**config.mk**
```make
export PLATFORM = sky130hd
export DESIGN_NAME = combo_sweep_ctrl
export DESIGN_NICKNAME = d
export VERILOG_FILES = /design/src/rtl/combo_sweep_ctrl_pkg.sv /design/src/rtl/combo_sweep_ctrl_hold_timer.sv /design/src/rtl/combo_sweep_ctrl.sv
export SDC_FILE = /design/constraint.sdc
export NUM_CORES = 1
export LEC_CHECK = 0
export ABC_AREA = 1
export CAP_MARGIN = 20
export CORE_MARGIN = 2
export CORE_UTILIZATION = 45
export CTS_CLUSTER_SIZE = 20
export DETAILED_ROUTE_END_ITERATION = 10
export PLACE_DENSITY = 0.73
export SLEW_MARGIN = 30
export SYNTH_ARGS = -nofsm -noshare
export SYNTH_HDL_FRONTEND = slang
export SYNTH_SLANG_ARGS = --single-unit
```
**constraint.sdc**
```tcl
create_clock -name clk -period 4.11 [get_ports clk]
set_input_delay 0.411 -clock clk [delete_from_list [all_inputs] [get_ports clk]]
set_output_delay 0.411 -clock clk [all_outputs]
set_load 0.05 [all_outputs]
```
**src/rtl/combo_sweep_ctrl_pkg.sv**
```systemverilog
// rtl/combo_sweep_ctrl_pkg.sv - shared definitions for the combo truth-table sweep controller
//
// Purpose: FSM state encodings, default width of the combo input vector,
//          reference truth table of combo, and a reference model of combo.
// Ports:   none (package).
package combo_sweep_ctrl_pkg;

  localparam int          COMBO_N_IN = 5;
  localparam logic [31:0] COMBO_TT   = 32'hFF141414;

  // 2'd3 is unused; the FSM treats it as illegal and recovers to IDLE.
  typedef enum logic [1:0] {
    ST_IDLE    = 2'd0,
    ST_RUN     = 2'd1,
    ST_DONE    = 2'd2,
    ST_ILLEGAL = 2'd3
  } state_t;

  // z = a&b | (c^d)&~e with v = {a,b,c,d,e}.
  function automatic logic combo_ref(input logic [COMBO_N_IN-1:0] v);
    return (v[4] & v[3]) | ((v[2] ^ v[1]) & ~v[0]);
  endfunction

endpackage

```
**src/rtl/combo_sweep_ctrl_hold_timer.sv**
```systemverilog
// rtl/combo_sweep_ctrl_hold_timer.sv - per-vector hold counter for the sweep controller
//
// Purpose: counts cycles while enabled and flags the last cycle of each
//          HOLD-cycle window, then wraps to zero for the next vector.
// Ports:
//   clk   in  clock, rising edge
//   rst   in  synchronous active-high reset
//   clr   in  restart the window (sweep start)
//   en    in  count enable (FSM in RUN)
//   tick  out high on the final cycle of the hold window
module hold_timer #(
  parameter int HOLD = 1
) (
  input  logic clk,
  input  logic rst,
  input  logic clr,
  input  logic en,
  output logic tick
);

  localparam int            CW   = $clog2(HOLD + 1);
  localparam logic [CW-1:0] LAST = CW'(HOLD - 1);

  logic [CW-1:0] count_q;

  // Combinational so the sample lands on the same edge that closes the window.
  assign tick = en && (count_q == LAST);

  always_ff @(posedge clk) begin
    if (rst || clr) begin
      count_q <= '0;
    end else if (en) begin
      if (count_q == LAST) begin
        count_q <= '0;
      end else begin
        count_q <= count_q + 1'b1;
      end
    end
  end

endmodule

```
**src/rtl/combo_sweep_ctrl.sv**
```systemverilog
// rtl/combo_sweep_ctrl.sv - drives every input vector into combo and collects its truth table
//
// Purpose: on start, steps vec through 0..2^N_IN-1, holding each for HOLD
//          cycles, samples z on the last hold cycle into tbl[vec], then
//          raises done and waits for ack.
// Ports:
//   clk    in   clock, rising edge
//   rst    in   synchronous active-high reset, highest priority
//   start  in   sweep request, honoured only in IDLE
//   z      in   combo output for the current vec
//   ack    in   table consumed, honoured only in DONE
//   vec    out  registered vector {a,b,c,d,e} driven to combo
//   busy   out  sweep in progress
//   done   out  tbl complete and stable
//   tbl    out  tbl[k] = z observed while vec == k
module combo_sweep_ctrl
  import combo_sweep_ctrl_pkg::*;
#(
  parameter int N_IN = COMBO_N_IN,
  parameter int HOLD = 1
) (
  input  logic                 clk,
  input  logic                 rst,
  input  logic                 start,
  input  logic                 z,
  input  logic                 ack,
  output logic [N_IN-1:0]      vec,
  output logic                 busy,
  output logic                 done,
  output logic [(2**N_IN)-1:0] tbl
);

  localparam int              N_VEC  = 2 ** N_IN;
  localparam logic [N_IN-1:0] K_LAST = '1;

  state_t           state_q;
  state_t           state_d;
  logic [N_IN-1:0]  k_q;
  logic [N_VEC-1:0] tbl_q;
  logic             tick;
  logic             accept;

  assign accept = (state_q == ST_IDLE) && start;

  hold_timer #(
    .HOLD (HOLD)
  ) u_hold_timer (
    .clk  (clk),
    .rst  (rst),
    .clr  (accept),
    .en   (state_q == ST_RUN),
    .tick (tick)
  );

  // State register
  always_ff @(posedge clk) begin
    if (rst) begin
      state_q <= ST_IDLE;
    end else begin
      state_q <= state_d;
    end
  end

  // Next-state logic; ack beats start in DONE simply because start is not
  // looked at there, so a simultaneous start is dropped.
  always_comb begin
    state_d = state_q;
    case (state_q)
      ST_IDLE: if (start) state_d = ST_RUN;
      ST_RUN:  if (tick && (k_q == K_LAST)) state_d = ST_DONE;
      ST_DONE: if (ack) state_d = ST_IDLE;
      default: state_d = ST_IDLE;
    endcase
  end

  // Outputs decode the registered state only, so no input reaches them.
  always_comb begin
    busy = 1'b0;
    done = 1'b0;
    case (state_q)
      ST_RUN:  busy = 1'b1;
      ST_DONE: done = 1'b1;
      default: ;
    endcase
  end

  // Vector index and table. k stops at the terminal vector rather than
  // wrapping, so vec parks there until the next sweep.
  always_ff @(posedge clk) begin
    if (rst) begin
      k_q   <= '0;
      tbl_q <= '0;
    end else begin
      case (state_q)
        ST_IDLE: begin
          if (start) begin
            k_q   <= '0;
            tbl_q <= '0;
          end
        end
        ST_RUN: begin
          if (tick) begin
            tbl_q[k_q] <= z;
            if (k_q != K_LAST) begin
              k_q <= k_q + 1'b1;
            end
          end
        end
        default: ;
      endcase
    end
  end

  assign vec = k_q;
  assign tbl = tbl_q;

endmodule
```
## Word level (Yosys, flattened, before mapping)

Index checks and enable logic that the tools add are counted.
Widths: inputs -> output; s select.

- Output and inout bits: 39
- Logic and storage cells: 45
- Input port bits: 5
- Flip-flop bits (word level): 40

- Muxes and demuxes: 17
- Reductions and logical operators: 10
- Bitwise gates (word level): 1
- Order comparisons: 2
- Eq/ne operators: 9
- $add $sub $neg: 2

Operators by type and width:

| cell | number |
|---|---|
| $mux 32 | 2 |
| $pmux 32 s2 | 1 |
| $bwmux 32 | 1 |
| $mux 5 | 3 |
| $ne 2x2->1 const B | 5 |
| $pmux 5 s2 | 1 |
| $lt 5x6->1 const B | 1 |
| $mux 2 | 3 |
| $pmux 2 s3 | 1 |
| $reduce_and 3->1 | 2 |
| $add 5x1->5 const B | 1 |
| $demux 1 s5 | 1 |
| $eq 5x5->1 const B | 1 |
| $ge 5x1->1 const B | 1 |
| $ne 5x5->1 const B | 1 |
| $logic_and 1x1->1 | 4 |
| $mux 1 | 4 |
| $reduce_and 4->1 | 1 |
| $eq 2x1->1 const B | 1 |
| $eq 2x2->1 const B | 1 |
| $logic_not 2->1 | 1 |
| $reduce_bool 2->1 | 1 |
| $add 1x1->1 const B | 1 |
| $logic_or 1x1->1 | 1 |
| $not 1->1 | 1 |

## Depth between registers and ports, before layout

- Depth after elaboration: 7
- Gate-level depth with buffers: 10
- Gate-level depth less buffers: 10

## Cells and area by module

Synthesis repeated with hierarchy kept, for this count alone.

- Cell total of the unflattened synthesis: 322
- Area, all modules: 2173.3 um^2

Modules (own cells, without submodules):

| module | sequential area each (um^2) | area each (um^2) | cells an instance | times used |
|---|---|---|---|---|
| combo_sweep_ctrl | 780.7 | 2165.8 | 321 | 1 |
| hold_timer | 0.0 | 7.5 | 1 | 1 |

## Least setup slack after synthesis

Ideal clock, no wire load.

- Path kind: flip-flop to flip-flop
- From: register k_q[0] (netlist: vec[0])
- To: register k_q[1] (netlist: vec[1])
- Cell stages (with the launch flop): 10
- Path buffers: 0
- Clock period less this slack: 1.860 ns
- Arrival time: 1.744 ns
- Slack: 2.250 ns
- Required time: 3.994 ns
- Setup time: 0.116 ns
- Cell sequence: dfxtp_1 -> ha_1 -> nand2_1 -> nor2_1 -> ha_1 -> inv_1 -> nand3_2 -> nand2_2 -> o21ai_0 -> nor2_1

- Longest elaborated chain between the ends: 4
- Elaborated cells on any way between the ends: 7
- Classes of those cells: 1 x add/sub; 2 x eq/ne; 3 x mux; 1 x reduce/logical

RTL lines:

| item | line | source |
|---|---|---|
| start: declaration | combo_sweep_ctrl.sv:38 | `logic [N_IN-1:0] k_q;` |
| start signal: assignment | combo_sweep_ctrl.sv:105 | `k_q <= k_q + 1'b1;` |
| $add 5x1->5 | combo_sweep_ctrl.sv:105 |  |
| $mux 5 | combo_sweep_ctrl.sv:104 | `if (k_q != K_LAST) begin` |
| $mux 5 | combo_sweep_ctrl.sv:102 | `if (tick) begin` |
| $pmux 5 s2 | combo_sweep_ctrl.sv:94 | `case (state_q)` |

Several ways; a longest one is shown, not always the timed one. The select of a mux whose other input is x is not followed.
A chain may end at the register's enable or synchronous reset.

## Worst setup path in the final report

- From: register state_q[0]
- To: output busy

- Longest elaborated chain between the ends: 2

RTL lines:

| item | line | source |
|---|---|---|
| start: declaration | combo_sweep_ctrl.sv:36 | `state_t state_q;` |
| start signal: assignment | combo_sweep_ctrl.sv:60 | `state_q <= state_d;` |
| $eq 2x1->1 | combo_sweep_ctrl.sv:80 | `case (state_q)` |
| $mux 1 | combo_sweep_ctrl.sv:80 |  |
| end: declaration | combo_sweep_ctrl.sv:28 | `output logic busy,` |

Every way passes these cells.

==> impl_metrics.prom <==
# TYPE chip_impl_metric gauge
chip_impl_info{name="run_status",value="finished, final reports clean"} 1
chip_impl_metric{name="core",unit="µm²"} 4090
chip_impl_metric{name="ys.warnings.count",unit=""} 0
chip_impl_metric{name="cp_num_cells",unit=""} 3
chip_impl_info{name="critical_path.startpoint_type",value="register"} 1
chip_impl_metric{name="number_of_global_route_vias_before_repair",unit=""} 1717
chip_impl_metric{name="half_perimeter_wire_length_after_placement",unit="µm"} 3030
chip_impl_metric{name="initial_utilization",unit=""} 0.475
chip_impl_info{name="hold_class",value="register to register"} 1
chip_impl_metric{name="drive_above_1_share",unit=""} 0.0592
chip_impl_metric{name="clk_transition_reported_paths",unit="ns"} 0.07
chip_impl_metric{name="dp_slack",unit="ns"} 1.92
chip_impl_metric{name="slew_worst_pin",unit="ns"} 0.864
chip_impl_metric{name="detailroute.wirelength.met3",unit="µm"} 223
chip_impl_metric{name="remaining_drc_errors",unit=""} 0
chip_impl_metric{name="powerDensity",unit="nW/µm²"} 302
chip_impl_metric{name="syn_to_final_growth",unit="%"} 25.5
chip_impl_metric{name="post_synth.cell_area_avg",unit="µm²"} 6.84
chip_impl_info{name="crit_type",value="register to output pin"} 1
chip_impl_info{name="cts_tree",value="done"} 1
chip_impl_metric{name="layout_worst_path_cycle_share",unit=""} 0.614
chip_impl_info{name="r2r-start",value="vec[0]$_SDFFE_PP0P_"} 1
chip_impl_metric{name="final_core_utilization",unit=""} 0.596
chip_impl_metric{name="die_height",unit="µm"} 69.7
chip_impl_metric{name="cts-resized-gates",unit=""} 0
chip_impl_metric{name="max_slew_margin",unit=""} 0.421
chip_impl_metric{name="synth.lib_cells_used.distinct",unit=""} 24
chip_impl_info{name="route.top_layer_used",value="met4"} 1
chip_impl_metric{name="gr-usage-all-layers",unit=""} 0.197
chip_impl_metric{name="fin_skew",unit="ns"} 0.00573
chip_impl_metric{name="syn-num-nets",unit=""} 294
chip_impl_metric{name="post_synth_instance_area",unit="µm²"} 1940
chip_impl_metric{name="ioPinCount",unit=""} 44
chip_impl_metric{name="cts.sinks",unit=""} 39
chip_impl_metric{name="initialDrtViolationCount",unit=""} 135
chip_impl_metric{name="r2r_setup_slack",unit="ns"} 2.29
chip_impl_metric{name="routed_via_density",unit=""} 5.03
chip_impl_info{name="critPathTopFamily",value="buffers and inverters"} 1
chip_impl_metric{name="total_overflow_reported_by_the_global_router",unit=""} 0
chip_impl_metric{name="grt_first_pass_wirelength",unit="µm"} 7820
chip_impl_metric{name="slew_viols_final",unit=""} 0
chip_impl_metric{name="p_leak",unit="µW"} 0.000933
chip_impl_metric{name="synth-seq-area-share",unit=""} 0.402
chip_impl_metric{name="synth-seq-cells",unit=""} 39
chip_impl_metric{name="critPathArrivalTime",unit="ns"} 2.11
chip_impl_metric{name="avgRoutedWirePerCell",unit="µm"} 11.7
chip_impl_metric{name="post-route-min-period",unit="ns"} 2.52
chip_impl_metric{name="place.port_buffers",unit=""} 43
chip_impl_metric{name="drt_pass1_iterations",unit=""} 4
chip_impl_metric{name="synth_cells",unit=""} 284
chip_impl_metric{name="max-cap-violations",unit=""} 0
chip_impl_metric{name="grt_max_degree",unit=""} 33
chip_impl_info{name="grt_setup_unrepaired",value="no"} 1
chip_impl_metric{name="postLayoutSetupSlackWorst",unit="ns"} 1.59
chip_impl_metric{name="die_width",unit="µm"} 69.7
chip_impl_metric{name="detail-route-antenna-nets",unit=""} 0
chip_impl_info{name="setup.worst_path.start",value="state_q[0]$_SDFFE_PP0P_"} 1
chip_impl_info{name="critical_path.reg2reg.endpoint",value="vec[1]$_SDFFE_PP0P_"} 1
chip_impl_metric{name="antenna_cells_inserted",unit=""} 0
chip_impl_metric{name="post-cts-setup-buffers",unit=""} 0
chip_impl_metric{name="die-area",unit="µm²"} 4860
chip_impl_metric{name="met2_length",unit="µm"} 2070
chip_impl_metric{name="peakVddDrop",unit="mV"} 0.178
chip_impl_metric{name="critical_path_buffer_and_inverter_count",unit=""} 2
chip_impl_info{name="crit_path_cell_trace",value="inv_2 -> nor2_2 -> clkdlybuf4s50_1"} 1
chip_impl_metric{name="final.setup.tns",unit="ns"} 0
chip_impl_info{name="cts_root_buffer",value="clkbuf_8"} 1
chip_impl_metric{name="crit_path_max_incr_delay",unit="ns"} 0.85
chip_impl_metric{name="r2r_cells",unit=""} 9
chip_impl_info{name="worstSetupEndpointType",value="output pin"} 1
chip_impl_metric{name="setup-violations-final",unit=""} 0
chip_impl_metric{name="cp_data_required_time",unit="ns"} 3.70
chip_impl_metric{name="gp_routability_congestion",unit=""} 0.869
chip_impl_metric{name="hold_viol",unit=""} 0
chip_impl_info{name="crit_end",value="busy"} 1
chip_impl_metric{name="critical_path_peak_fanout",unit=""} 9
chip_impl_info{name="critical_path.slowest_cell",value="clkdlybuf4s50_1"} 1
chip_impl_metric{name="clock_latency",unit="ns"} 0.29
chip_impl_metric{name="ctsHtreeMaxLevel",unit=""} 2
chip_impl_metric{name="fmax",unit="MHz"} 396
chip_impl_metric{name="layout.nets",unit=""} 331
chip_impl_metric{name="vias",unit=""} 1865
chip_impl_metric{name="antenna_found_initial",unit=""} 0
chip_impl_metric{name="drt-met1-wl",unit="µm"} 2010
chip_impl_metric{name="floorplan.rows",unit=""} 23
chip_impl_metric{name="clock_path_buffers",unit=""} 2
chip_impl_metric{name="wirelength",unit="µm"} 4340
chip_impl_metric{name="cts.hold.buffers_added",unit=""} 0
chip_impl_metric{name="tritoncts.num_buffers",unit=""} 5
[flip-flops by register name, indices dropped and copies added (netlist names)]
register  cells
tbl          32
vec           5
state_q       2
[cells in the final DEF (no fill, tap or decap), drive strengths merged, types with 2 or more instances in the layout]
cell type / instances
a21oi: 38
nand3: 17
ha: 5
o21ai: 2
nor2: 70
dfxtp: 39
clkdlybuf4s50: 43
clkinv: 2
inv: 14
clkbuf: 6
a21boi: 2
nand2: 81
[how the worst min path moves through the flow]
stage	cells past startpoint	end	slack (ns)	startpoint
final	2	tbl[9]$_SDFFE_PP0P_	0.49	tbl[9]$_SDFFE_PP0P_
after global routing	2	tbl[14]$_SDFFE_PP0P_	0.52	tbl[14]$_SDFFE_PP0P_
after CTS	2	tbl[9]$_SDFFE_PP0P_	0.50	tbl[9]$_SDFFE_PP0P_
after detailed placement	2	tbl[9]$_SDFFE_PP0P_	0.48	tbl[9]$_SDFFE_PP0P_
after global placement	2	tbl[1]$_SDFFE_PP0P_	0.47	tbl[1]$_SDFFE_PP0P_
after floorplan	1	state_q[1]$_SDFFE_PP0P_	0.48	rst
[kinds of logic after synthesis]
logic type      share of synthesized area
compound gates                      0.111
simple gates                        0.380
fa+ha+maj                          0.0322
buf+inv                            0.0747
flops                               0.402
[worst reg2reg max path, cell delays in order, from the launching register on]
cell     delay (ns)
dfxtp_1        0.43
ha_1           0.30
nand2_1        0.08
nor2_1         0.14
ha_1           0.23
inv_1          0.10
nand3_2        0.09
nand2_2        0.10
o21ai_0        0.17
nor2_1         0.06
[stage by stage]
stage                     total power, µW  instance area (µm²)  cells  hold WS [ns]
after floorplan                       468                 1940    284         0.480
after global placement                487                 2350    364         0.473
after detailed placement              489                 2350    364         0.479
after CTS                             745                 2440    371         0.496
after global routing                  771                 2440    371         0.518
final                                 737                 2440    371         0.486
[synthesized netlist by cell type]
cell type / number / area, µm²
nand2_2: 1 / 6.26
o21ai_1: 1 / 5.00
nand3_1: 12 / 60.1
inv_2: 2 / 7.51
nor3_1: 1 / 5.00
nand3_2: 1 / 10.0
a21boi_0: 2 / 15.0
dfxtp_1: 39 / 781
nor2_4: 1 / 11.3
buf_2: 5 / 25.0
ha_1: 5 / 62.6
buf_6: 4 / 45.0
nand4_1: 1 / 6.26
nand2_1: 79 / 297
nand3_4: 4 / 70.1
a21oi_1: 38 / 190
o21ai_0: 1 / 5.00
inv_1: 12 / 45.0
nand2_4: 1 / 11.3
clkbuf_2: 1 / 5.00
nor2_2: 1 / 6.26
clkbuf_1: 3 / 11.3
nor2_1: 68 / 255
inv_4: 1 / 6.26
[metal layers]
| layer | vias to the layer above | global-route usage |
|---|---|---|
| met5 | - | 0 |
| met4 | 0 | 0.0662 |
| met3 | 4 | 0.0378 |
| met2 | 48 | 0.331 |
| met1 | 842 | 0.252 |
| li1 | 971 | - |
[cell type report]
type | instances | area, µm²
fillers | 388 | 1650
clock buffers | 6 | 82.6
inverters | 15 | 58.8
flip-flops and latches | 39 | 781
clock inverters | 1 | 5.00
repair buffers | 43 | 430
well taps | 50 | 62.6
multi-input cells | 217 | 1020
[report_power, final]
group | switching, µW | internal, µW
logic | 61.4 | 26.8
registers | 8.66 | 382
clock network | 126 | 132
Power figures use the tool's default switching activity.
